File: src/rtl/bht_port_arbiter_if.sv
// Port bundle for the BHT port arbiter: flush control, the fetch lookup
// port, the execute update port, the single-port BHT RAM and statistics.
//
// Handshake: a lookup or update transfers on a rising clk edge where both
// *_valid and *_ready are high. A requester holds valid and its payload
// stable until that edge. Ready is combinational and may depend on valid
// (lkp_ready drops while upd_valid is high), but never the other way round.
interface bht_port_arbiter_if #(
   parameter int TABLE_ADR_WIDTH = 6,
   parameter int CTR_WIDTH       = 2
);
   logic                       flush_req;
   logic                       flush_busy;
   logic                       lkp_valid;
   logic [31:0]                lkp_pc;
   logic                       lkp_ready;
   logic                       pred_valid;
   logic                       pred_taken;
   logic                       upd_valid;
   logic [31:0]                upd_pc;
   logic                       upd_taken;
   logic                       upd_pred;
   logic                       upd_ready;
   logic                       mem_en;
   logic                       mem_we;
   logic [TABLE_ADR_WIDTH-1:0] mem_addr;
   logic [CTR_WIDTH-1:0]       mem_wdata;
   logic [CTR_WIDTH-1:0]       mem_rdata;
   logic [31:0]                stat_total;
   logic [31:0]                stat_correct;

   // Environment side: requesters plus the RAM that returns read data.
   modport master (
      output flush_req, lkp_valid, lkp_pc, upd_valid, upd_pc, upd_taken,
             upd_pred, mem_rdata,
      input  flush_busy, lkp_ready, pred_valid, pred_taken, upd_ready,
             mem_en, mem_we, mem_addr, mem_wdata, stat_total, stat_correct
   );

   // Arbiter side.
   modport slave (
      input  flush_req, lkp_valid, lkp_pc, upd_valid, upd_pc, upd_taken,
             upd_pred, mem_rdata,
      output flush_busy, lkp_ready, pred_valid, pred_taken, upd_ready,
             mem_en, mem_we, mem_addr, mem_wdata, stat_total, stat_correct
   );
endinterface

File: src/rtl/bht_port_arbiter.sv
// BHT port arbiter: shares one single-port RAM of saturating counters
// between a flush sweep, resolved-branch updates (read-modify-write) and
// prediction lookups. Priority in IDLE: flush > update > lookup.
module bht_port_arbiter #(
   parameter int TABLE_ADR_WIDTH = 6,
   parameter int CTR_WIDTH       = 2
) (
   input  logic              clk,
   input  logic              rst_n,
   bht_port_arbiter_if.slave bus,
   output logic [1:0]        dbg_state_o
);

   localparam logic [1:0] ST_FLUSH  = 2'd0;
   localparam logic [1:0] ST_IDLE   = 2'd1;
   localparam logic [1:0] ST_UPD_RD = 2'd2;
   localparam logic [1:0] ST_UPD_WR = 2'd3;

   localparam logic [TABLE_ADR_WIDTH-1:0] LAST_IDX = '1;
   localparam logic [CTR_WIDTH-1:0]       CTR_MAX  = '1;
   localparam logic [CTR_WIDTH-1:0]       CTR_MIN  = '0;

   logic [1:0]                 state_q,        state_d;
   logic [TABLE_ADR_WIDTH-1:0] flush_idx_q,    flush_idx_d;
   logic [TABLE_ADR_WIDTH-1:0] upd_idx_q,      upd_idx_d;
   logic                       upd_taken_q,    upd_taken_d;
   logic                       flush_pend_q,   flush_pend_d;
   logic                       pred_valid_q,   pred_valid_d;
   logic [31:0]                stat_total_q,   stat_total_d;
   logic [31:0]                stat_correct_q, stat_correct_d;

   logic [TABLE_ADR_WIDTH-1:0] lkp_idx;
   logic [TABLE_ADR_WIDTH-1:0] upd_idx;
   logic                       in_idle;
   logic                       flush_hold;
   logic                       upd_rdy;
   logic                       lkp_rdy;
   logic                       upd_acc;
   logic                       lkp_acc;
   logic [CTR_WIDTH-1:0]       ctr_next;
   logic                       mem_en_c;
   logic                       mem_we_c;
   logic [TABLE_ADR_WIDTH-1:0] mem_addr_c;
   logic [CTR_WIDTH-1:0]       mem_wdata_c;
   logic                       unused_pc_bits;

   assign lkp_idx = bus.lkp_pc[TABLE_ADR_WIDTH+1:2];
   assign upd_idx = bus.upd_pc[TABLE_ADR_WIDTH+1:2];
   assign unused_pc_bits = ^{bus.lkp_pc[31:TABLE_ADR_WIDTH+2], bus.lkp_pc[1:0],
                             bus.upd_pc[31:TABLE_ADR_WIDTH+2], bus.upd_pc[1:0]};

   // A flush seen during an update is remembered so it wins the next IDLE
   // cycle even if the request was only a pulse.
   assign in_idle    = (state_q == ST_IDLE);
   assign flush_hold = bus.flush_req | flush_pend_q;
   assign upd_rdy    = in_idle & ~flush_hold;
   assign lkp_rdy    = in_idle & ~flush_hold & ~bus.upd_valid;
   assign upd_acc    = bus.upd_valid & upd_rdy;
   assign lkp_acc    = bus.lkp_valid & lkp_rdy;

   // Saturating counter step applied in the write half of an update.
   always_comb begin
      ctr_next = bus.mem_rdata;
      if (upd_taken_q && (bus.mem_rdata != CTR_MAX)) begin
         ctr_next = bus.mem_rdata + 1'b1;
      end else if (!upd_taken_q && (bus.mem_rdata != CTR_MIN)) begin
         ctr_next = bus.mem_rdata - 1'b1;
      end
   end

   // Next-state logic for the FSM, latched update fields and statistics.
   always_comb begin
      state_d        = state_q;
      flush_idx_d    = flush_idx_q;
      upd_idx_d      = upd_idx_q;
      upd_taken_d    = upd_taken_q;
      flush_pend_d   = flush_pend_q;
      pred_valid_d   = lkp_acc;
      stat_total_d   = stat_total_q;
      stat_correct_d = stat_correct_q;
      case (state_q)
         ST_FLUSH: begin
            flush_idx_d = flush_idx_q + 1'b1;
            if (flush_idx_q == LAST_IDX) begin
               state_d = ST_IDLE;
            end
         end
         ST_IDLE: begin
            if (flush_hold) begin
               state_d        = ST_FLUSH;
               flush_idx_d    = '0;
               flush_pend_d   = 1'b0;
               stat_total_d   = '0;
               stat_correct_d = '0;
            end else if (upd_acc) begin
               state_d      = ST_UPD_RD;
               upd_idx_d    = upd_idx;
               upd_taken_d  = bus.upd_taken;
               stat_total_d = stat_total_q + 32'd1;
               if (bus.upd_pred == bus.upd_taken) begin
                  stat_correct_d = stat_correct_q + 32'd1;
               end
            end
         end
         ST_UPD_RD: begin
            state_d = ST_UPD_WR;
            if (bus.flush_req) flush_pend_d = 1'b1;
         end
         default: begin
            state_d = ST_IDLE;
            if (bus.flush_req) flush_pend_d = 1'b1;
         end
      endcase
   end

   // RAM port mux: exactly one access source per state.
   always_comb begin
      mem_en_c    = 1'b0;
      mem_we_c    = 1'b0;
      mem_addr_c  = '0;
      mem_wdata_c = '0;
      case (state_q)
         ST_FLUSH: begin
            mem_en_c   = 1'b1;
            mem_we_c   = 1'b1;
            mem_addr_c = flush_idx_q;
         end
         ST_IDLE: begin
            if (lkp_acc) begin
               mem_en_c   = 1'b1;
               mem_addr_c = lkp_idx;
            end
         end
         ST_UPD_RD: begin
            mem_en_c   = 1'b1;
            mem_addr_c = upd_idx_q;
         end
         default: begin
            mem_en_c    = 1'b1;
            mem_we_c    = 1'b1;
            mem_addr_c  = upd_idx_q;
            mem_wdata_c = ctr_next;
         end
      endcase
   end

   // State registers; reset abandons any operation and restarts the sweep.
   always_ff @(posedge clk or negedge rst_n) begin
      if (!rst_n) begin
         state_q        <= ST_FLUSH;
         flush_idx_q    <= '0;
         upd_idx_q      <= '0;
         upd_taken_q    <= 1'b0;
         flush_pend_q   <= 1'b0;
         pred_valid_q   <= 1'b0;
         stat_total_q   <= '0;
         stat_correct_q <= '0;
      end else begin
         state_q        <= state_d;
         flush_idx_q    <= flush_idx_d;
         upd_idx_q      <= upd_idx_d;
         upd_taken_q    <= upd_taken_d;
         flush_pend_q   <= flush_pend_d;
         pred_valid_q   <= pred_valid_d;
         stat_total_q   <= stat_total_d;
         stat_correct_q <= stat_correct_d;
      end
   end

   // The RAM is kept idle for as long as reset is held.
   assign bus.mem_en       = mem_en_c & rst_n;
   assign bus.mem_we       = mem_we_c & rst_n;
   assign bus.mem_addr     = mem_addr_c;
   assign bus.mem_wdata    = mem_wdata_c;
   assign bus.flush_busy   = (state_q == ST_FLUSH);
   assign bus.upd_ready    = upd_rdy;
   assign bus.lkp_ready    = lkp_rdy;
   assign bus.pred_valid   = pred_valid_q;
   assign bus.pred_taken   = pred_valid_q & bus.mem_rdata[CTR_WIDTH-1];
   assign bus.stat_total   = stat_total_q;
   assign bus.stat_correct = stat_correct_q;
   assign dbg_state_o      = state_q;

endmodule
File: src/flat_wrapper.sv
// flat-port wrapper written by rule: the top's interface ports become plain ports
module bht_port_arbiter_flat 
#(
   parameter int TABLE_ADR_WIDTH = 6,
   parameter int CTR_WIDTH       = 2
)
  (clk, rst_n, dbg_state_o, bus_flush_req, bus_lkp_valid, bus_lkp_pc, bus_upd_valid, bus_upd_pc, bus_upd_taken, bus_upd_pred, bus_mem_rdata, bus_flush_busy, bus_lkp_ready, bus_pred_valid, bus_pred_taken, bus_upd_ready, bus_mem_en, bus_mem_we, bus_mem_addr, bus_mem_wdata, bus_stat_total, bus_stat_correct);
  bht_port_arbiter_if #(.TABLE_ADR_WIDTH(TABLE_ADR_WIDTH), .CTR_WIDTH(CTR_WIDTH)) bus_i ();
  input  logic clk;
  input  logic rst_n;
  output logic [1:0] dbg_state_o;
  input wire logic [$bits(bus_i.flush_req)-1:0] bus_flush_req;
  input wire logic [$bits(bus_i.lkp_valid)-1:0] bus_lkp_valid;
  input wire logic [$bits(bus_i.lkp_pc)-1:0] bus_lkp_pc;
  input wire logic [$bits(bus_i.upd_valid)-1:0] bus_upd_valid;
  input wire logic [$bits(bus_i.upd_pc)-1:0] bus_upd_pc;
  input wire logic [$bits(bus_i.upd_taken)-1:0] bus_upd_taken;
  input wire logic [$bits(bus_i.upd_pred)-1:0] bus_upd_pred;
  input wire logic [$bits(bus_i.mem_rdata)-1:0] bus_mem_rdata;
  output wire logic [$bits(bus_i.flush_busy)-1:0] bus_flush_busy;
  output wire logic [$bits(bus_i.lkp_ready)-1:0] bus_lkp_ready;
  output wire logic [$bits(bus_i.pred_valid)-1:0] bus_pred_valid;
  output wire logic [$bits(bus_i.pred_taken)-1:0] bus_pred_taken;
  output wire logic [$bits(bus_i.upd_ready)-1:0] bus_upd_ready;
  output wire logic [$bits(bus_i.mem_en)-1:0] bus_mem_en;
  output wire logic [$bits(bus_i.mem_we)-1:0] bus_mem_we;
  output wire logic [$bits(bus_i.mem_addr)-1:0] bus_mem_addr;
  output wire logic [$bits(bus_i.mem_wdata)-1:0] bus_mem_wdata;
  output wire logic [$bits(bus_i.stat_total)-1:0] bus_stat_total;
  output wire logic [$bits(bus_i.stat_correct)-1:0] bus_stat_correct;
  assign bus_i.flush_req = bus_flush_req;
  assign bus_i.lkp_valid = bus_lkp_valid;
  assign bus_i.lkp_pc = bus_lkp_pc;
  assign bus_i.upd_valid = bus_upd_valid;
  assign bus_i.upd_pc = bus_upd_pc;
  assign bus_i.upd_taken = bus_upd_taken;
  assign bus_i.upd_pred = bus_upd_pred;
  assign bus_i.mem_rdata = bus_mem_rdata;
  assign bus_flush_busy = bus_i.flush_busy;
  assign bus_lkp_ready = bus_i.lkp_ready;
  assign bus_pred_valid = bus_i.pred_valid;
  assign bus_pred_taken = bus_i.pred_taken;
  assign bus_upd_ready = bus_i.upd_ready;
  assign bus_mem_en = bus_i.mem_en;
  assign bus_mem_we = bus_i.mem_we;
  assign bus_mem_addr = bus_i.mem_addr;
  assign bus_mem_wdata = bus_i.mem_wdata;
  assign bus_stat_total = bus_i.stat_total;
  assign bus_stat_correct = bus_i.stat_correct;
  bht_port_arbiter #(.TABLE_ADR_WIDTH(TABLE_ADR_WIDTH), .CTR_WIDTH(CTR_WIDTH)) u_core (.clk(clk), .rst_n(rst_n), .bus(bus_i), .dbg_state_o(dbg_state_o));
endmodule
File: config.mk
export PLATFORM = sky130hd
export DESIGN_NAME = bht_port_arbiter_flat
export DESIGN_NICKNAME = d
export VERILOG_FILES = /design/src/rtl/bht_port_arbiter_if.sv /design/src/rtl/bht_port_arbiter.sv /design/src/flat_wrapper.sv
export SDC_FILE = /design/constraint.sdc
export NUM_CORES = 1
export LEC_CHECK = 0
export ABC_AREA = 1
export CAP_MARGIN = 20
export CORE_ASPECT_RATIO = 1.25
export CORE_MARGIN = 2
export CORE_UTILIZATION = 30
export CTS_BUF_LIST = sky130_fd_sc_hd__clkbuf_16
export DETAILED_ROUTE_END_ITERATION = 10
export MAX_ROUTING_LAYER = met4
export SETUP_SLACK_MARGIN = 0.4
export SYNTH_ARGS = -nofsm -noshare
export SYNTH_HDL_FRONTEND = slang
export SYNTH_SLANG_ARGS = --single-unit
File: constraint.sdc
create_clock -name clk -period 1.52 [get_ports clk]
set_input_delay 0.228 -clock clk [delete_from_list [all_inputs] [get_ports clk]]
set_output_delay 0.228 -clock clk [all_outputs]
set_load 0.1 [all_outputs]
==> impl_metrics.yaml <==
detailed_routing:
  dr.first_iter.drc_count: 346
  wl_per_cell_um: 14.34
  via_per_inst: 4.736
  drcViolationCount: 0
  final_antenna_net_count: 0
  dr.pass1.iters: 5
  vias: 5920
  wl_mm: 17.93
final_layout:
  final_common_cell: "nand2_1"
  design_area_mm2: 0.009737
  final_cell_mix: "nand2_1, buf_4, nor2_1"
  fillers: 1461
  seq_area_mm2: 0.002161
  layout.nets: 1108
  area.growth.synth_to_final_pct: 90.08
  multi_input_area_mm2: 0.003227
  antenna_cells: 0
  drive_gt1_share_pct: 43.40
logic_synthesis:
  synth_compound_area_share_pct: 9.380
  synth_area_mm2: 0.005122
  yosys.area_share.xor_xnor_pct: 0.6839
  yosysSeqAreaShare_pct: 39.57
  synth-simple-area-share_pct: 39.91
  synth-adder-area-share_pct: 2.443
  syn_inst: 754
  synth_top_area_cell: "dfrtp_1"
  synth_cell_types: 39
  synth_top_area_share_pct: 39.57
  synth-seq-cells: 81
  synthMuxAreaShare_pct: 0
  syn_nets: 837
  syn_area_per_cell_um2: 6.794
  synth.area.top_cells: "dfrtp_1, nand2_1, nor2_1"
  ys_warn_count: 0
  synth_top_family_by_area: "simple AND/OR/NAND/NOR gates"
worst_setup_path:
  crit_path_cell_trace: "ha_4 -> nand2_4 -> clkinvlp_4 -> buf_4 -> buf_4 -> buf_4 -> buf_4 -> buf_12"
  cp_max_fo: 3
  worst-path-buf-inv: 6
  max_stage_delay_ns: 0.50
  arrival_ns: 1.88
  startpoint_type: "flip-flop"
  crit_top_cell: "buf_4"
  required_ns: 1.29
  end_kind: "primary output"
  crit_type: "flip-flop to primary output"
  critPathSlowestCell: "dfrtp_4"
  cpLargestDelayFamily: "buffers and inverters"
global_routing:
  grt_pass1_vias: 5902
  grt_pass1_wl_mm: 28.59
  antenna_found_initial: 0
  grt_usage_pct: 20.42
  grt-ovfl-total: 0
  grt_start_max_net_pins: 82
sta:
  hold_violations: 0
  fin_worst_skew_ns: 0.007907
  rsz0062_at_grt: "yes"
  setup_tns_ns: -27.64
  slew_headroom_pct: 56.73
  period_needed_ns: 2.110
  setup_viol: 92
  drv_slew: 0
  setup_slack_ns: -0.5897
  tightestPinTransition_ns: 0.6423
  min_period_over_period_pct: 138.8
  clock.fmax_mhz: 474.0
place:
  port_buffers: 101
  pre_cts_ws_ns: -0.4227
  gp_congestion: 0.8588
  dp_hpwl_mm: 12.28
  place_area_mm2: 0.008334
clocking:
  cts.sinks: 81
  clk_pin_slew_ns: 0.06
  ctsHtreeMaxLevel: 3
  clockBufferDepth: 2
  numCtsBuffers: 9
  cts-root-buf: "clkbuf_16"
  clkLatencyLatePin_ns: 0.35
  cts_tree: "yes"
floorplanning:
  num_rows: 53
  die_w_um: 120.9
  die_y_um: 150.1
  die-area_mm2: 0.01814
  pin_count: 154
  initial_core_util_pct: 30.53
  design.core.area_mm2: 0.01678
power_and_ir_drop:
  p_per_area_mw_per_mm2: 468.8
  peakVddDrop_uv: 386.2
  p_leak_nw: 4.447
flow_run:
  max_cap_viol_count: 0
status:
  violations: "negative setup slack"
  status: "finished, violations left"
min_path:
  hp-class: "primary input to flip-flop"
-- metal layers --
layer	up-vias	routed length (um)	GRT usage (%)
li1	2963	-	-
met1	2814	7187	22.86
met2	108	9872	36.60
met3	35	465	3.068
met4	0	405	7.616
met5	-	0	-
-- registers in the layout, indices dropped and copies added, names as in the netlist --
| name | flops |
|---|---|
| u_core.bus.stat_correct | 32 |
| u_core.bus.stat_total | 32 |
| u_core.flush_idx_q | 6 |
| u_core.upd_idx_q | 6 |
| u_core.dbg_state_o | 2 |
| u_core.bus.pred_valid | 1 |
| u_core.flush_pend_q | 1 |
| u_core.upd_taken_q | 1 |
-- logic make-up (layout without fill, tap and decap cells) --
family | count (synthesis) | count (layout)
buffers and inverters | 99 | 374
AOI/OAI and AO/OA | 86 | 86
adders and majority gates | 10 | 10
DFF | 81 | 81
and+or+nand+nor | 474 | 475
xor gates and xnor gates | 4 | 4
-- cells in the mapped netlist, drive strengths merged --
library cell	n
a21o	2
a21oi	31
a22o	1
a22oi	6
a311oi	1
a31oi	1
a32o	1
and2	2
buf	12
clkbuf	3
dfrtp	81
ha	10
inv	84
nand2	265
nand3	58
nand3b	1
nand4	20
nor2	118
nor3	7
nor4	1
o211ai	1
o21a	1
o21ai	36
o22ai	1
o31ai	4
or2	2
xnor2	1
xor2	3
-- final cells by class --
cell class,count,share of cell area [%]
tap,220,2.827
inverter,84,3.714
sequential,81,22.19
multi-input combinational,575,33.14
clock buffer,9,2.313
clock inverter,7,0.6425
timing repair buffer,274,35.17
-- power breakdown --
group | total [mW] | switching, mW | internal [mW] | leakage, nW
clock | 2.19 | 0.938 | 1.26 | 0.142
sequential | 2.15 | 0.000000000298 | 2.15 | 0.922
combinational | 0.217 | 0.127 | 0.0895 | 3.38
-- stage by stage --
stage	hold slack, ns	instances	util [%]	power, mW
finish	0.4311	1250	58.04	4.565
global route	0.4428	1250	58.04	4.717
CTS	0.4202	1232	55.55	4.609
detailed placement	0.3701	1157	49.68	2.410
global placement	0.3614	1157	49.68	2.409
floorplan	-0.06759	754	-	2.249
-- tightest hold or removal path: cells and delay by family --
kind / cells / cell delay [ns]
buf+inv: 1 / 0.40
simple gates: 2 / 0.10
-- worst paths after layout --
path                                                    from                                 endpoint  slack [ns]  depth (start not counted)
max in group asynchronous                              rst_n   u_core.bus.stat_correct[1]$_DFFE_PN0P_        0.52                          3
setup reg to reg           u_core.dbg_state_o[1]$_DFFE_PN0P_        u_core.dbg_state_o[0]$_DFFE_PN0P_       -0.58                         16
hold / removal                                 bus_upd_pc[6]          u_core.upd_idx_q[4]$_DFFE_PN0P_        0.43                          3
min in group asynchronous                              rst_n  u_core.bus.stat_correct[26]$_DFFE_PN0P_        0.53                          3
hold reg to reg              u_core.upd_idx_q[4]$_DFFE_PN0P_          u_core.upd_idx_q[4]$_DFFE_PN0P_        0.48                          2
setup / recovery           u_core.dbg_state_o[0]$_DFFE_PN0P_                            bus_upd_ready       -0.59                          8
-- what timing repair did --
| action | CTS | global route |
|---|---|---|
| buffers inserted | 56 | 16 |
| hold endpoints to repair | 9 | 0 |
| endpoints found under the setup margin | 162 | 162 |
| hold buffers | 1 | 0 |
| pin swaps | 9 | 22 |
| cloned | 2 | 2 |
| gates resized for setup | 69 | 82 |
Note: power is estimated with default switching activity, not from simulation.
==> RTL edit 1 (same flow settings) <==
`TABLE_ADR_WIDTH` is set to 6 in 3 places; all go to 7.
--- a/src/rtl/bht_port_arbiter_if.sv
+++ b/src/rtl/bht_port_arbiter_if.sv
@@ -6,7 +6,7 @@
 // stable until that edge. Ready is combinational and may depend on valid
 // (lkp_ready drops while upd_valid is high), but never the other way round.
 interface bht_port_arbiter_if #(
-   parameter int TABLE_ADR_WIDTH = 6,
+   parameter int TABLE_ADR_WIDTH = 7,
    parameter int CTR_WIDTH       = 2
 );
    logic                       flush_req;
--- a/src/rtl/bht_port_arbiter.sv
+++ b/src/rtl/bht_port_arbiter.sv
@@ -2,7 +2,7 @@
 // between a flush sweep, resolved-branch updates (read-modify-write) and
 // prediction lookups. Priority in IDLE: flush > update > lookup.
 module bht_port_arbiter #(
-   parameter int TABLE_ADR_WIDTH = 6,
+   parameter int TABLE_ADR_WIDTH = 7,
    parameter int CTR_WIDTH       = 2
 ) (
    input  logic              clk,
--- a/src/flat_wrapper.sv
+++ b/src/flat_wrapper.sv
@@ -1,7 +1,7 @@
 // flat-port wrapper written by rule: the top's interface ports become plain ports
 module bht_port_arbiter_flat 
 #(
-   parameter int TABLE_ADR_WIDTH = 6,
+   parameter int TABLE_ADR_WIDTH = 7,
    parameter int CTR_WIDTH       = 2
 )
   (clk, rst_n, dbg_state_o, bus_flush_req, bus_lkp_valid, bus_lkp_pc, bus_upd_valid, bus_upd_pc, bus_upd_taken, bus_upd_pred, bus_mem_rdata, bus_flush_busy, bus_lkp_ready, bus_pred_valid, bus_pred_taken, bus_upd_ready, bus_mem_en, bus_mem_we, bus_mem_addr, bus_mem_wdata, bus_stat_total, bus_stat_correct);
Interface: changed (resized bus_mem_addr); port bits go from 154 to 155. The function was not compared with the original's and may differ.
==> RTL edit 1 against the original RTL <==
The run still ends with setup timing left. Worst setup slack better by 0.12 ns. Design area up 0.36%. Die area about the same. Wire length up 4.0%. Area after synthesis about the same. Sequential cell count up 2. Cell count up 0.48%. Highest routed layer unchanged.
Power is not compared: it rests on default switching activity, and its combinational part moved more than twofold at a synthesized area within 25%.
==> RTL edit 1: results (changes against the original RTL) <==
Outcome
  • Status: complete, but fails checks
  • Failing checks: setup timing

Placement
  • Gpl congestion: 0.907 (+5.6%)
  • Port buffer count: 104 (+3.0%)
  • Placed Instances: 1183 (+2.2%)
  • Final HPWL DP: 12.7 mm (+3.3%)

Logic synthesis
  • Syn_area_per_cell: 6.59 µm² (-3.0%)
  • Syn nets: 861 (+2.9%)
  • Top cells by count, synth: nand2_1 (271), nor2_1 (122), inv_1 (87)
  • Sequential area share after synthesis: 40.5% (+0.94 points)
  • Synth top area cells: dfrtp_1 (41%), nand2_1 (20%), nor2_1 (8.9%)
  • Synthesis Warnings: 0 (unchanged)
  • Top_reg_cell synth: dfrtp_1
  • Synth unique cells: 30 (-23%)
  • Ys async rst share: 100% (unchanged)

Routing
  • Wire length per cell after detailed routing: 14.8 µm (+3.5%)
  • Via Count: 6077 (+2.7%)
  • Pre-antenna DRT Iters: 5 (unchanged)
  • Initial drt markers: 361 (+4.3%)

Power and ir drop
  • Worst VDD drop: 1.26 mV
  • Clk. pwr: 0.00214 W
  • Power Density: 1240 mW/mm²
  • Sequential cell power: 0.00268 W
  • Lkg Pwr: 4.33 nW
  • Sw Share: 42.3%

Worst hold path
  • Worst Hold Class: in -> reg
  • Worst hold start: bus_upd_pc[3]

Clocking
  • Clock-pin slew on the worst setup and hold paths: 0.06 ns (about the same)
  • Clock Latency Late Sink: 0.34 ns
  • Clock H-tree levels: 3 (unchanged)
  • Clock root cell: clkbuf_16
  • Clock Path Buffers: 2 (unchanged)
  • CTS buffer count: 9 (unchanged)

Critical path
  • Reg2Reg Setup Slack: -0.33 ns (+0.25 ns)
  • CP max FO: 8 (+5)
  • Worst Setup SP: u_core.dbg_state_o[1]
  • Reg2reg start: u_core.dbg_state_o[0]
  • Worst path slowest cell: dfrtp_4
  • Cell family with most CP delay: flip-flops
  • Worst path arrival time: 1.76 ns (-0.12 ns)
  • Crit path largest cell delay: 0.49 ns

Cells and area
  • Layout cells sized above 1: 39.0% (-4.4 points)
  • Fillers: 1455 (-0.41%)
  • Final net count: 1113 (+0.45%)
  • Non-Filler Instances: 1256 (+0.48%)

STA
  • Final setup TNS: -22.39 ns (+5.25 ns)
  • Final Worst Setup Slack: -0.469 ns (+0.121 ns)
  • Relative slew margins: 68.6% (+12 points)
  • Setup violators final: 94 (+2.2%)
  • Clk_skew: 0.0147 ns (+0.00682 ns)

GRT
  • First-pass GRT wire length: 30.1 mm (+5.4%)
  • Total Routing Usage GR: 21.5% (+1.1 points)
  • GRT overflow: 0 (unchanged)
  • Largest net degree at the start of global routing: 84 (+2.4%)
  • Initial antenna violation count: 0 (unchanged)
## RTL edit 1: cell count changes after synthesis, sizes merged, moves of 3 or more
| cell | before | now |
|---|---|---|
| buf | 12 | 9 |
| inv | 84 | 89 |
| nand2 | 265 | 274 |
| nand3 | 58 | 67 |
| nand4 | 20 | 17 |
| nor2 | 118 | 126 |
| nor3 | 7 | 10 |
## RTL edit 1: worst paths after layout
path | endpoint | cells after the start
worst max-delay path | bus_mem_addr[5] | 9
worst min-delay path | u_core.upd_idx_q[1] | 3
worst max register to register | u_core.flush_idx_q[4] | 13
worst min register to register | u_core.upd_idx_q[0] | 2
max in group asynchronous | u_core.bus.stat_correct[1] | 3
min in group asynchronous | u_core.bus.stat_total[14] | 3
## RTL edit 1: area by class of cell
cell class | count | area share [%]
diodes | 1 | 0.0256
clock buffers | 9 | 2.30
clock inverters | 7 | 0.551
inverters | 91 | 4.14
multi-input cells | 591 | 32.9
flip-flops and latches | 83 | 22.6
well taps | 220 | 2.82
repair buffers | 253 | 34.5
repair inverters | 1 | 0.166
## RTL edit 1: kinds of logic after synthesis
kind of cell,Yosys count,synth area share [%]
flops,83,40.5
xor+xnor,2,0.342
buf+inv,104,7.93
compound gates,81,8.74
fa+ha+maj,10,2.44
simple gates,498,40.0
## RTL edit 1: timing repair
action / 4_1_cts / 5_1_grt
hold endpoints to repair: 13 / 0
endpoints found under the setup margin: 165 / 165
pin swaps: 14 / 11
gates resized for setup: 138 / 32
gates cloned: 7 / 0
hold buffers: 1 / 0
buffers inserted: 37 / 11
## RTL edit 1: stage by stage
step / hold slack, ns / area, µm² / util, % / setup slack (ns)
6_report: 0.429 / 9770 / 58.2 / -0.469
4_1_cts: 0.424 / 9570 / 57.1 / -0.474
3_5_place_dp: 0.353 / 8370 / 49.9 / -0.426
3_3_place_gp: 0.354 / 8370 / 49.9 / -0.364
5_1_grt: 0.435 / 9770 / 58.2 / -0.555
2_1_floorplan: -0.0676 / 5540 / - / -0.963
## RTL edit 1: worst reg2reg max path, delay by kind of cell, from the launching register on
family | cells | cell delay (ns)
flip-flops | 1 | 0.52
adder cells (fa/ha/maj) | 1 | 0.15
AND/OR/NAND/NOR | 6 | 0.49
buffers and inverters | 6 | 0.59
## RTL edit 1: metal layers
metal / wire length [µm] / part of all wire [%] / vias up / track usage [%]
met1: 7740 / 42 / 2860 / 26.0
met4: 485 / 2.6 / 0 / 7.73
met2: 9620 / 52 / 182 / 36.4
met5: 0 / 0 / - / -
met3: 794 / 4.3 / 41 / 3.18
li1: - / - / 2994 / -
==> RTL edit 2 (same settings) <==
Without the edit above. Register the output `dbg_state_o` once more, without a reset; this adds one clock of latency there. The other outputs are not delayed to match.
--- a/src/rtl/bht_port_arbiter.sv
+++ b/src/rtl/bht_port_arbiter.sv
@@ -179,6 +179,8 @@
    assign bus.pred_taken   = pred_valid_q & bus.mem_rdata[CTR_WIDTH-1];
    assign bus.stat_total   = stat_total_q;
    assign bus.stat_correct = stat_correct_q;
-   assign dbg_state_o      = state_q;
+   always_ff @(posedge clk) begin
+      dbg_state_o <= state_q;
+   end
 
 endmodule
Formal check against the unedited RTL: same outputs for any inputs over 10 cycles, from zero or initial values and one cycle with rst_n low; that may be too few to reach the edited logic, so the function may still have changed.
==> RTL edit 2 against the original RTL <==
The run still ends with setup timing left. Area after synthesis is 0.81% higher. Worst setup slack better by 0.062 ns. Power up 0.69%. Wire length shrank 6.8%. Sequential cell count increased by 2. Sequential share of layout area up 2.0 points. Count of clock-buffer cells in the layout did not move. Critical path depth shrank 1. Design area is 4.8% lower.
==> RTL edit 2: results (changes against the original RTL) <==
Critical path
  • Reg2Reg Setup Slack: -0.38 ns (+0.20 ns)
  • Crit path largest cell delay: 0.43 ns (-0.07 ns)
  • Worst path arrival time: 1.82 ns (-0.06 ns)
  • R2R Path End: u_core.bus.stat_total[2]
  • Worst path slowest cell: dfrtp_1
  • Path depth of the worst reg2reg path: 10 (-6)
  • Reg2reg start: u_core.state_q[0]

Power and ir drop
  • Sequential share of power: 48.0% (+0.8 points)
  • Lkg Pwr: 4.17 nW (-6.3%)
  • P_sw: 0.00105 W (-1.4%)

Logic synthesis
  • Synth top area cells: dfrtp_1 (39%), nand2_1 (19%), nor2_1 (7.8%)
  • Syn_area_per_cell: 6.75 µm² (-0.64%)
  • Sequential area share after synthesis: 40.0% (+0.46 points)
  • Ys async rst share: 97.6% (-2.4 points)
  • Top cells by count, synth: nand2_1 (266), nor2_1 (107), dfrtp_1 (81)

Placement
  • Gpl congestion: 0.870 (+1.3%)
  • Final HPWL DP: 12.1 mm (-1.7%)
  • Placed Instances: 1137 (-1.7%)
  • Place WS: -0.368 ns (+0.0542 ns)

GRT
  • Total Routing Usage GR: 19.4% (-1.1 points)
  • GRT met3 Usage: 1.44% (-1.6 points)
  • GR Util met2: 32.8% (-3.8 points)
  • Vias in the first global route: 5536 (-6.2%)

STA
  • Relative slew margins: 69.9% (+13 points)
  • Setup violators final: 90 (-2.2%)
  • Final Worst Setup Slack: -0.528 ns (+0.0621 ns)
  • Final setup TNS: -20.21 ns (+7.43 ns)
  • Worst hold margin: 0.444 ns (+0.0129 ns)

Routing
  • Initial drt markers: 278 (-20%)
  • Wire length on met3: 683 µm (+47%)
  • M1 WL: 7.09 mm (-1.3%)
  • Wire length per cell after detailed routing: 14.1 µm (-1.8%)
  • Via Count: 5648 (-4.6%)

Cells and area
  • Non-Filler Instances: 1187 (-5.0%)
  • Layout cells sized above 1: 39.8% (-3.6 points)

Outcome
  • Failing checks: setup timing
  • Status: complete, but fails checks

Clocking
  • Post-CTS sizing: 64 (-7.2%)
  • Post-CTS setup buffers: 9 (-84%)

Worst hold path
  • Worst hold start: bus_upd_pc[7]
-- RTL edit 2: cell count changes in the layout (fill, tap and decap cells not counted), moves of 8 or more --
cell and change:
dfrtp_2 -17, dfrtp_4 +16, buf_6 -15, a21oi_1 -8, nand2_1 +8, buf_4 -55
-- RTL edit 2: area by class of cell --
cell class                      count  area [µm²]
Clock inverter                      7        60.1
Sequential cell                    83        2240
Fill cell                        1537        7570
Inverter                           82         344
Tap cell                          220         275
Timing Repair inverter              1        11.3
Timing Repair Buffer              200        2790
Multi-Input combinational cell    585        3320
Clock buffer                        9         225
-- RTL edit 2: cells by family after synthesis --
family / after synthesis / share of synthesized area (%)
flip-flops: 83 / 40.0
adder cells (fa/ha/maj): 10 / 2.42
AO/OA/AOI/OAI: 81 / 8.72
buffers and inverters: 98 / 8.02
AND/OR/NAND/NOR: 492 / 40.6
XOR/XNOR: 1 / 0.170
